File: src/rtl/axis_block_sequencer.sv
`default_nettype none
// ============================================================================
// Module   : axis_block_sequencer
// Purpose  : Controls one AXI-Stream kernel pass of SDIM beats, split into
//            blocks of BDIM beats. Inputs are accepted only between
//            ap_start and ap_done. Beats pass through a single-entry
//            register slice, and the last beat of each block carries tlast.
//            The block index of the next input beat is reported on blk_idx.
// Options  : `define AXIS_SEQ_PERF_EN to add the stall_cycles counter, which
//            counts output back-pressure cycles.
// Revision : 1.0 - initial release
// ============================================================================
module axis_block_sequencer #(
  parameter  int DATA_WIDTH = 32,
  parameter  int BDIM       = 32,
  parameter  int SDIM       = 1024,
  localparam int NBLK       = SDIM / BDIM,
  localparam int BIW        = (NBLK > 1) ? $clog2(NBLK) : 1
) (
  input  logic                  ap_clk,
  input  logic                  ap_rst,
  input  logic                  ap_start,
  output logic                  ap_idle,
  output logic                  ap_done,
  input  logic [DATA_WIDTH-1:0] s_axis_data_tdata,
  input  logic                  s_axis_data_tvalid,
  output logic                  s_axis_data_tready,
  output logic [DATA_WIDTH-1:0] m_axis_result_tdata,
  output logic                  m_axis_result_tvalid,
  input  logic                  m_axis_result_tready,
  output logic                  m_axis_result_tlast,
  output logic [BIW-1:0]        blk_idx,
  output logic [31:0]           stall_cycles
);

  localparam int BW = (BDIM > 1) ? $clog2(BDIM) : 1;
  localparam logic [BW-1:0]  c_BEAT_MAX = BW'(BDIM - 1);
  localparam logic [BIW-1:0] c_BLK_MAX  = BIW'(NBLK - 1);

  // Reject an SDIM that is not a whole number of blocks.
  generate
    if ((BDIM < 1) || ((SDIM % BDIM) != 0)) begin : g_bad_dims
      $error("axis_block_sequencer: SDIM must be a nonzero multiple of BDIM");
    end
  endgenerate

  typedef enum logic [1:0] {
    S_IDLE  = 2'd0,
    S_RUN   = 2'd1,
    S_DRAIN = 2'd2,
    S_DONE  = 2'd3
  } state_t;

  state_t                state_q, state_d;
  logic [BW-1:0]         beat_q, beat_d;
  logic [BIW-1:0]        blk_q, blk_d;
  logic                  valid_q;
  logic [DATA_WIDTH-1:0] data_q;
  logic                  last_q;

  logic in_acc;
  logic out_acc;
  logic beat_wrap;
  logic final_beat;

  assign s_axis_data_tready = (state_q == S_RUN) && (!valid_q || m_axis_result_tready);
  assign in_acc     = s_axis_data_tvalid && s_axis_data_tready;
  assign out_acc    = valid_q && m_axis_result_tready;
  assign beat_wrap  = (beat_q == c_BEAT_MAX);
  assign final_beat = beat_wrap && (blk_q == c_BLK_MAX);

  assign ap_idle              = (state_q == S_IDLE);
  assign ap_done              = (state_q == S_DONE);
  assign m_axis_result_tvalid = valid_q;
  assign m_axis_result_tdata  = data_q;
  assign m_axis_result_tlast  = last_q;
  assign blk_idx              = blk_q;

  // Pass sequencing: IDLE -> RUN -> DRAIN -> DONE (one cycle) -> IDLE.
  always_comb begin
    state_d = state_q;
    case (state_q)
      S_IDLE:  if (ap_start) state_d = S_RUN;
      S_RUN:   if (in_acc && final_beat) state_d = S_DRAIN;
      S_DRAIN: if (!valid_q || out_acc) state_d = S_DONE;
      S_DONE:  state_d = S_IDLE;
      default: state_d = S_IDLE;
    endcase
  end

  // Beat and block position, advanced only by accepted input beats.
  always_comb begin
    beat_d = beat_q;
    blk_d  = blk_q;
    if ((state_q == S_IDLE) && ap_start) begin
      beat_d = '0;
      blk_d  = '0;
    end else if (in_acc) begin
      if (beat_wrap) begin
        beat_d = '0;
        blk_d  = (blk_q == c_BLK_MAX) ? '0 : blk_q + 1'b1;
      end else begin
        beat_d = beat_q + 1'b1;
      end
    end
  end

  // State and counter registers.
  always_ff @(posedge ap_clk or posedge ap_rst) begin
    if (ap_rst) begin
      state_q <= S_IDLE;
      beat_q  <= '0;
      blk_q   <= '0;
    end else begin
      state_q <= state_d;
      beat_q  <= beat_d;
      blk_q   <= blk_d;
    end
  end

  // Output register slice: load on input accept, empty on a lone output accept.
  always_ff @(posedge ap_clk or posedge ap_rst) begin
    if (ap_rst) begin
      valid_q <= 1'b0;
      data_q  <= '0;
      last_q  <= 1'b0;
    end else if (in_acc) begin
      valid_q <= 1'b1;
      data_q  <= s_axis_data_tdata;
      last_q  <= beat_wrap;
    end else if (out_acc) begin
      valid_q <= 1'b0;
    end
  end

`ifdef AXIS_SEQ_PERF_EN
  logic [31:0] stall_q;

  // Saturating count of cycles where downstream holds off a valid beat.
  always_ff @(posedge ap_clk or posedge ap_rst) begin
    if (ap_rst) begin
      stall_q <= '0;
    end else if ((state_q == S_IDLE) && ap_start) begin
      stall_q <= '0;
    end else if (((state_q == S_RUN) || (state_q == S_DRAIN)) &&
                 valid_q && !m_axis_result_tready && (stall_q != 32'hFFFF_FFFF)) begin
      stall_q <= stall_q + 32'd1;
    end
  end

  assign stall_cycles = stall_q;
`else
  assign stall_cycles = 32'd0;
`endif

endmodule
`default_nettype wire
File: config.mk
export PLATFORM = sky130hd
export DESIGN_NAME = axis_block_sequencer
export DESIGN_NICKNAME = d
export VERILOG_FILES = /design/src/rtl/axis_block_sequencer.sv
export SDC_FILE = /design/constraint.sdc
export NUM_CORES = 1
export LEC_CHECK = 0
export CORE_UTILIZATION = 36
export DETAILED_ROUTE_END_ITERATION = 8
export GPL_ROUTABILITY_DRIVEN = 0
export HOLD_SLACK_MARGIN = 0.06
export PLACE_DENSITY = 0.84
export SKIP_CTS_REPAIR_TIMING = 1
export SLEW_MARGIN = 20
export SYNTH_ARGS = -nofsm -noshare
export SYNTH_HDL_FRONTEND = slang
export SYNTH_SLANG_ARGS = --single-unit
File: constraint.sdc
create_clock -name ap_clk -period 1.91 [get_ports ap_clk]
set_clock_uncertainty 0.1 [all_clocks]
set_input_delay 0.382 -clock ap_clk [delete_from_list [all_inputs] [get_ports ap_clk]]
set_output_delay 0.382 -clock ap_clk [all_outputs]
set_load 0.02 [all_outputs]
# Word-level counts from Yosys, hierarchy flattened
# Index checks and enable logic that the tools add are counted.
# classes
eq_ne,8
mux,13
reduce_logical,15
add_sub_neg,2
# ops
cell,n
5-bit 2-to-1 mux,7
5-bit by 1-bit adder with 5-bit output (second input constant),2
5-bit equality test (second input constant),2
2-bit case mux with 4 select lines,1
1-bit logical AND,6
2-bit 2-to-1 mux,3
2-bit nonzero test,3
2-bit equality test (second input constant),2
2-bit != test (second input constant),2
3-bit AND reduction,1
2-bit by 1-bit equality test with 1-bit output (second input constant),1
2-bit logical NOT,1
1-bit logical OR,2
1-bit 2-to-1 mux,2
2-bit by 1-bit != test with 1-bit output (second input constant),1
2-bit AND reduction,1
1-bit logical NOT,1
# totals
elab_cells,44
output_inout_bits,74
regBits,46
in_bits,37

# Logic depth before layout (Yosys ltp)
# Gate-level depths: netlist of the first run.
# logic_depth
ltp_word,7
depth_mapped,7

# Worst setup path before layout of the first run
# Ideal clock, no wire load.
# synth_timing
kind,register to register
from,"register blk_q[0], in the netlist blk_idx[0]"
to,register state_q[1]
setup_ps,125
synth_period_minus_slack_ps,2040
stages_incl_launch_ff,7
arrival_ps,1815
required_time_ps,1685
slack_ps,-130
path_buffers,0
path_cell_list,dfrtp_1 -> ha_1 -> and3_1 -> ha_1 -> a31oi_1 -> a221oi_1 -> mux2_2
# synth_via
elab_chain_len,5
# synth_rtl
element,line,source
start: declaration,56,"logic [BIW-1:0] blk_q, blk_d;"
start signal: assignment,117,blk_q <= blk_d;
5-bit equality test,70,assign final_beat = beat_wrap && (blk_q == c_BLK_MAX);
1-bit logical AND,70,
1-bit logical AND,84,S_RUN: if (in_acc && final_beat) state_d = S_DRAIN;
2-bit by 1-bit != test with 1-bit output (no source line),n/a,
3-bit AND reduction (no source line),n/a,
end signal: assignment,115,state_q <= state_d;
end: declaration,54,"state_t state_q, state_d;"
# No other way between the ends.
# A chain may end at the register's enable or synchronous reset.

# Worst setup path in the final report of the first run
# layout_timing
from,register beat_q[0]
to,register state_q[1]
# layout_via
elab_chain_len,5
# layout_rtl
element,line,source
start: declaration,55,"logic [BW-1:0] beat_q, beat_d;"
start signal: assignment,116,beat_q <= beat_d;
5-bit equality test,69,assign beat_wrap = (beat_q == c_BEAT_MAX);
via beat_wrap,63,logic beat_wrap;
1-bit logical AND,70,
1-bit logical AND,84,
2-bit by 1-bit != test with 1-bit output (no source line),n/a,
3-bit AND reduction (no source line),n/a,
# The timed path passes the listed nets, and every way through them passes these cells.

==> flow_metrics.env, run 1 <==
export IMPL_diodes=0
export IMPL_dpl_hpwl_microns=3750
export IMPL_wl_per_cell_microns=11.7
export IMPL_route_detailed_drc=0
export IMPL_first_iter_violations=88
export IMPL_cp_arrival_ns=2.02
export IMPL_sequentialPowerShare=0.353
export IMPL_drtAntennaViolNets=0
export IMPL_die_w_microns=80.9
export IMPL_p_sw_frac=0.392
export IMPL_cts_tree="built"
export IMPL_insertion_delay_ns=0.29
export IMPL_cts_inserted_buffers=5
export IMPL_ys_warnings_count=0
export IMPL_num_vias=1896
export IMPL_worstSetupPathType="reg2reg"
export IMPL_fp_dieH_microns=80.9
export IMPL_syn_to_final_growth_pct=47.4
export IMPL_cts_max_path_buffers=2
export IMPL_postSynthAreaPerCell_sq_um=8.89
export IMPL_h_tree_depth=2
export IMPL_violations="negative setup slack"
export IMPL_detail_route_wirelength_microns=5010
export IMPL_track_usage=0.160
export IMPL_cap_violations=0
export IMPL_root_buffer="clkbuf_8"
export IMPL_clockPowerShare=0.128
export IMPL_setup_ws_ns=-0.0264
export IMPL_path_clk_slew_ns=0.08
export IMPL_final_common_cell="nand2_1"
export IMPL_end_kind="flip-flop"
export IMPL_yosysSeqAreaShare=0.514
export IMPL_r2r_cells=7
export IMPL_antenna_found_initial=0
export IMPL_ys_ff_latch=46
export IMPL_netlist_cell_type_count=29
export IMPL_fin_util=0.554
export IMPL_syn_inst=252
export IMPL_cts_sinks=46
export IMPL_grt_pass1_vias=1790
export IMPL_netlist_area_sq_um=2240
export IMPL_cp_max_fo=2
export IMPL_status="complete, but fails checks"
export IMPL_fin_total_pwr_mw=4.40
export IMPL_core_area_sq_um=5960
export IMPL_period_needed_ns=1.94
export IMPL_cp_start_kind="flip-flop"
export IMPL_vdd_drop_max_v=0.000661
export IMPL_fillers=518
export IMPL_timing_final_max_slew_violations=0
export IMPL_p_int_mw=2.68
export IMPL_drt_pass1_iterations=4
export IMPL_hold_path_class="in2async"
export IMPL_fmax_mhz=516
export IMPL_worst_hold_slack_ns=0.268
export IMPL_vias_per_cell=4.44
export IMPL_grt_pass1_wl_microns=8060
export IMPL_power_density_nw_per_um2=1330
export IMPL_leakage_nw=1.73
export IMPL_placed_cell_area_sq_um=3150
export IMPL_pre_cts_slack_ns=-0.247
export IMPL_grt_max_degree=21
export IMPL_stdcell_area_sq_um=3300
export IMPL_ios=111
export IMPL_setup_viol=1
export IMPL_nets=397
export IMPL_hold_viol_final=0
export IMPL_grt_setup_unrepaired="yes"
export IMPL_gr_total_overflow=0
export IMPL_p_switching_mw=1.73
export IMPL_io_buffers=78
export IMPL_final_cell_mix="nand2_1 (109), clkdlybuf4s50_1 (73), dfrtp_1 (44), conb_1 (32), buf_4 (23)"
export IMPL_cp_required_ns=1.99
export IMPL_dieArea_sq_um=6540
export IMPL_start_util=0.376
export IMPL_drive_gt1_frac=0.136
export IMPL_rows=28
export IMPL_combPwrFrac=0.518
export IMPL_finalCritPeriodShare=1.01
[cell type report]
cell class,count,area (sq um),share of cell area
Clock buffer,6,72.6,0.0220
Clock inverter,1,7.51,0.00227
Inverter,6,22.5,0.00682
Multi-Input combinational cell,190,945,0.286
Sequential cell,46,1150,0.350
Tap cell,75,93.8,0.0284
Timing Repair Buffer,103,1010,0.305
[state kept, by name, summed over array words and instances (netlist names)]
| signal | cells |
|---|---|
| m_axis_result_tdata | 32 |
| beat_q | 5 |
| blk_idx | 5 |
| state_q | 2 |
| m_axis_result_tlast | 1 |
| m_axis_result_tvalid | 1 |
[critical path: stages, from the launching register on]
cell and delay [ns]:
dfrtp_1 0.37, ha_2 0.18, and3_4 0.19, ha_4 0.13, and2_4 0.16, a31oi_2 0.12, a221oi_2 0.26, mux2_4 0.33
[per-stage QoR]
step / cells / setup TNS, ns
floorplan: 283 / 0
global placement: 418 / -1.58
detailed placement: 418 / -2.97
CTS: 425 / -0.614
global route: 427 / -0.111
finish: 427 / -0.0264
[power by group through the flow]
stage	combinational (mW)	clock (mW)	sequential, mW
finish	2.28	0.564	1.56
global placement	2.19	0	1.56
detailed placement	2.25	0	1.56
CTS	2.26	0.587	1.56
global route	2.49	0.636	1.61
floorplan	0.844	0	1.95
[routing by layer]
metal | track usage | vias to the layer above | wire length (microns)
met1 | 0.196 | 892 | 2100
li1 | - | 931 | -
met4 | 0.0446 | 0 | 48
met5 | 0 | - | 0
met3 | 0.0506 | 5 | 339
met2 | 0.268 | 68 | 2520
[logic make-up after synthesis]
kind of cell | Yosys count | share of synthesized area
AND/OR/NAND/NOR | 132 | 0.250
buffers and inverters | 47 | 0.139
flip-flops | 46 | 0.514
AO/OA/AOI/OAI | 17 | 0.0464
adder cells (fa/ha/maj) | 8 | 0.0447
multiplexers | 1 | 0.00503
other | 1 | 0.00167
[path summary, 6_finish.rpt]
| kind | from | to | slack [ns] |
|---|---|---|---|
| worst max-delay path | beat_q[0] | state_q[1] | -0.03 |
| min in group ap_clk | m_axis_result_tdata[4] | m_axis_result_tdata[4] | 0.37 |
| worst max register to register | beat_q[0] | state_q[1] | -0.03 |
| max in group asynchronous | ap_rst | m_axis_result_tlast | 1.00 |
| worst min-delay path | ap_rst | m_axis_result_tdata[28] | 0.27 |
| worst min register to register | m_axis_result_tdata[4] | m_axis_result_tdata[4] | 0.37 |
[synthesized netlist by cell type, drive strengths merged]
library cell / n / share of area
or3: 2 / 0.0067
or4: 1 / 0.0034
a31oi: 2 / 0.0056
nor3: 1 / 0.0022
a21oi: 9 / 0.020
o31ai: 2 / 0.0067
o21ai: 1 / 0.0022
ha: 8 / 0.045
clkdlybuf4s18: 1 / 0.0045
nand2b: 1 / 0.0028
nor2b: 2 / 0.0056
clkbuf: 2 / 0.0034
nand2: 109 / 0.18
and2: 2 / 0.0067
and3: 5 / 0.014
nand3: 6 / 0.019
buf: 38 / 0.12
mux2: 1 / 0.0050
nor2: 2 / 0.0034
o32a: 1 / 0.0045
o211ai: 1 / 0.0034
dfrtp: 46 / 0.51
conb: 1 / 0.0017
inv: 6 / 0.010
a221oi: 1 / 0.0039
nand3b: 1 / 0.0034
(Power assumes the default switching activity.)
==> run 2: changes to the inputs <==
--- a/config.mk
+++ b/config.mk
@@ -9,7 +9,7 @@
 export DETAILED_ROUTE_END_ITERATION = 8
 export GPL_ROUTABILITY_DRIVEN = 0
 export HOLD_SLACK_MARGIN = 0.06
-export PLACE_DENSITY = 0.84
+export PLACE_DENSITY_LB_ADDON = 0.12
 export SKIP_CTS_REPAIR_TIMING = 1
 export SLEW_MARGIN = 20
 export SYNTH_ARGS = -nofsm -noshare
==> run 2 against run 1 <==
  * The flow still finishes with violations (negative setup slack)
  * Core utilization fell by 0.11 points
  * Setup slack gained 0.0035 ns
  * Via count is 1.2% lower
  * Flip-flop and latch count unchanged
  * Routed wire length fell by 6.4%
  * Register-to-register slack is essentially flat
  * Count of clock-buffer cells in the layout did not move
  * Die area did not move
  * Maximum frequency up 0.18%
  * Critical endpoint unchanged
  * Largest cell class unchanged
==> flow_metrics.env, run 2 (synthesized netlist as in run 1, its figures left out) <==
export IMPL_diodes=0
export IMPL_cp_required_ns=2.00
export IMPL_cp_start_kind="flip-flop"
export IMPL_p_sw_frac=0.386
export IMPL_syn_to_final_growth_pct=47.1
export IMPL_violations="negative setup slack"
export IMPL_die_w_microns=80.9
export IMPL_vias_per_cell=4.40
export IMPL_combPwrFrac=0.511
export IMPL_h_tree_depth=2
export IMPL_clockPowerShare=0.140
export IMPL_p_switching_mw=1.70
export IMPL_grt_pass1_vias=1784
export IMPL_first_iter_violations=68
export IMPL_cts_inserted_buffers=5
export IMPL_dieArea_sq_um=6540
export IMPL_leakage_nw=1.71
export IMPL_antenna_found_initial=0
export IMPL_hold_path_class="in2async"
export IMPL_crit_chain="ha_2 > and3_4 > ha_4 > and2_4 > a31oi_4 > a221oi_2 > mux2_4"
export IMPL_timing_final_max_slew_violations=0
export IMPL_status="complete, but fails checks"
export IMPL_final_cell_mix="nand2_1 (109), clkdlybuf4s50_1 (74), dfrtp_1 (44), conb_1 (32), buf_4 (22)"
export IMPL_drtAntennaViolNets=0
export IMPL_placedCellCount=418
export IMPL_vdd_drop_max_v=0.000610
export IMPL_power_density_nw_per_um2=1340
export IMPL_period_needed_ns=1.93
export IMPL_slowest_stage="dfrtp_1"
export IMPL_cts_sinks=46
export IMPL_finalCritPeriodShare=1.01
export IMPL_drt_pass1_iterations=4
export IMPL_insertion_delay_ns=0.30
export IMPL_cp_arrival_ns=2.02
export IMPL_fin_util=0.553
export IMPL_route_detailed_drc=0
export IMPL_p_int_mw=2.71
export IMPL_worst_hold_slack_ns=0.249
export IMPL_multi_input_area_sq_um=953
export IMPL_setup_viol=1
export IMPL_cp_max_fo=3
export IMPL_pre_cts_slack_ns=-0.258
export IMPL_gr_total_overflow=0
export IMPL_path_clk_slew_ns=0.08
export IMPL_max_stage_delay_ns=0.36
export IMPL_grt_pass1_wl_microns=7780
export IMPL_num_vias=1874
export IMPL_dpl_hpwl_microns=3440
export IMPL_end_kind="flip-flop"
export IMPL_drive_gt1_frac=0.137
export IMPL_final_common_cell="nand2_1"
export IMPL_start_util=0.376
export IMPL_grt_max_degree=36
export IMPL_hold_viol_final=0
export IMPL_track_usage=0.155
export IMPL_fmax_mhz=517
export IMPL_cts_tree="built"
export IMPL_detail_route_wirelength_microns=4690
export IMPL_root_buffer="clkbuf_8"
export IMPL_nets=395
export IMPL_grt_setup_unrepaired="yes"
export IMPL_seq_area_sq_um=1150
export IMPL_io_buffers=78
export IMPL_cap_violations=0
export IMPL_core_area_sq_um=5960
export IMPL_wl_per_cell_microns=11.0
export IMPL_largest_reg_flops=32
export IMPL_setup_ws_ns=-0.0229
export IMPL_rows=28
export IMPL_fillers=564
export IMPL_fp_dieH_microns=80.9
export IMPL_worstSetupPathType="reg2reg"
export IMPL_cts_max_path_buffers=2
export IMPL_final_cells=426
export IMPL_sequentialPowerShare=0.349
export IMPL_ios=111
export IMPL_setup_tns_ns=-0.0229
[run 2: changes by cell type in the layout (fill, tap and decap cells not counted)]
cell	previous run	this run
buf_12	2	1
clkbuf_8	5	6
clkinv_2	0	1
clkdlybuf4s50_1	73	74
a31oi_2	1	0
clkbuf_1	1	0
buf_4	23	22
dlymetal6s2s_1	5	4
a31oi_4	0	1
[run 2: path summary, 6_finish.rpt]
kind	start	endpoint	slack, ns	cells after the start
min in group ap_clk	m_axis_result_tdata[17]	m_axis_result_tdata[17]	0.38	2
min	ap_rst	m_axis_result_tdata[21]	0.25	2
max in group asynchronous	ap_rst	blk_idx[0]	0.97	3
max	beat_q[1]	state_q[1]	-0.02	7
max reg2reg	beat_q[1]	state_q[1]	-0.02	7
min reg2reg	m_axis_result_tdata[17]	m_axis_result_tdata[17]	0.38	2
[run 2: stage by stage]
| stage | power (mW) | area, sq um |
|---|---|---|
| floorplan | 2.79 | 2370 |
| global placement | 3.78 | 3140 |
| detailed placement | 3.82 | 3140 |
| CTS | 4.45 | 3230 |
| global route | 4.77 | 3290 |
| finish | 4.41 | 3290 |
[run 2: layout make-up]
type                       count  share of cell area
inverter                       6             0.00684
clock buffer                   6              0.0251
tap                           75              0.0285
sequential                    46               0.350
clock inverter                 2             0.00380
multi-input combinational    190               0.289
timing repair buffer         101               0.296
[run 2: worst max-delay path: cells and delay by family, from the launching register on]
kind	cells	cell delay [ns]
AO/OA/AOI/OAI	2	0.36
flip-flops	1	0.36
adder cells (fa/ha/maj)	2	0.33
multiplexers	1	0.33
AND/OR/NAND/NOR	2	0.35
[run 2: per-layer routing]
layer  global-route usage  vias up  part of all wire
met2                0.263       69              0.48
li1                     -      922                 -
met4               0.0482        0             0.012
met5                    0        -                 0
met3               0.0494        7             0.073
met1                0.186      876              0.44
[run 2: power by group through the flow]
stage          clock network [mW]  logic, mW  registers, mW
6_report                    0.618       2.25           1.54
5_1_grt                     0.677       2.49           1.60
4_1_cts                     0.642       2.26           1.55
3_5_place_dp                    0       2.26           1.55
3_3_place_gp                    0       2.23           1.55
2_1_floorplan                   0      0.844           1.95
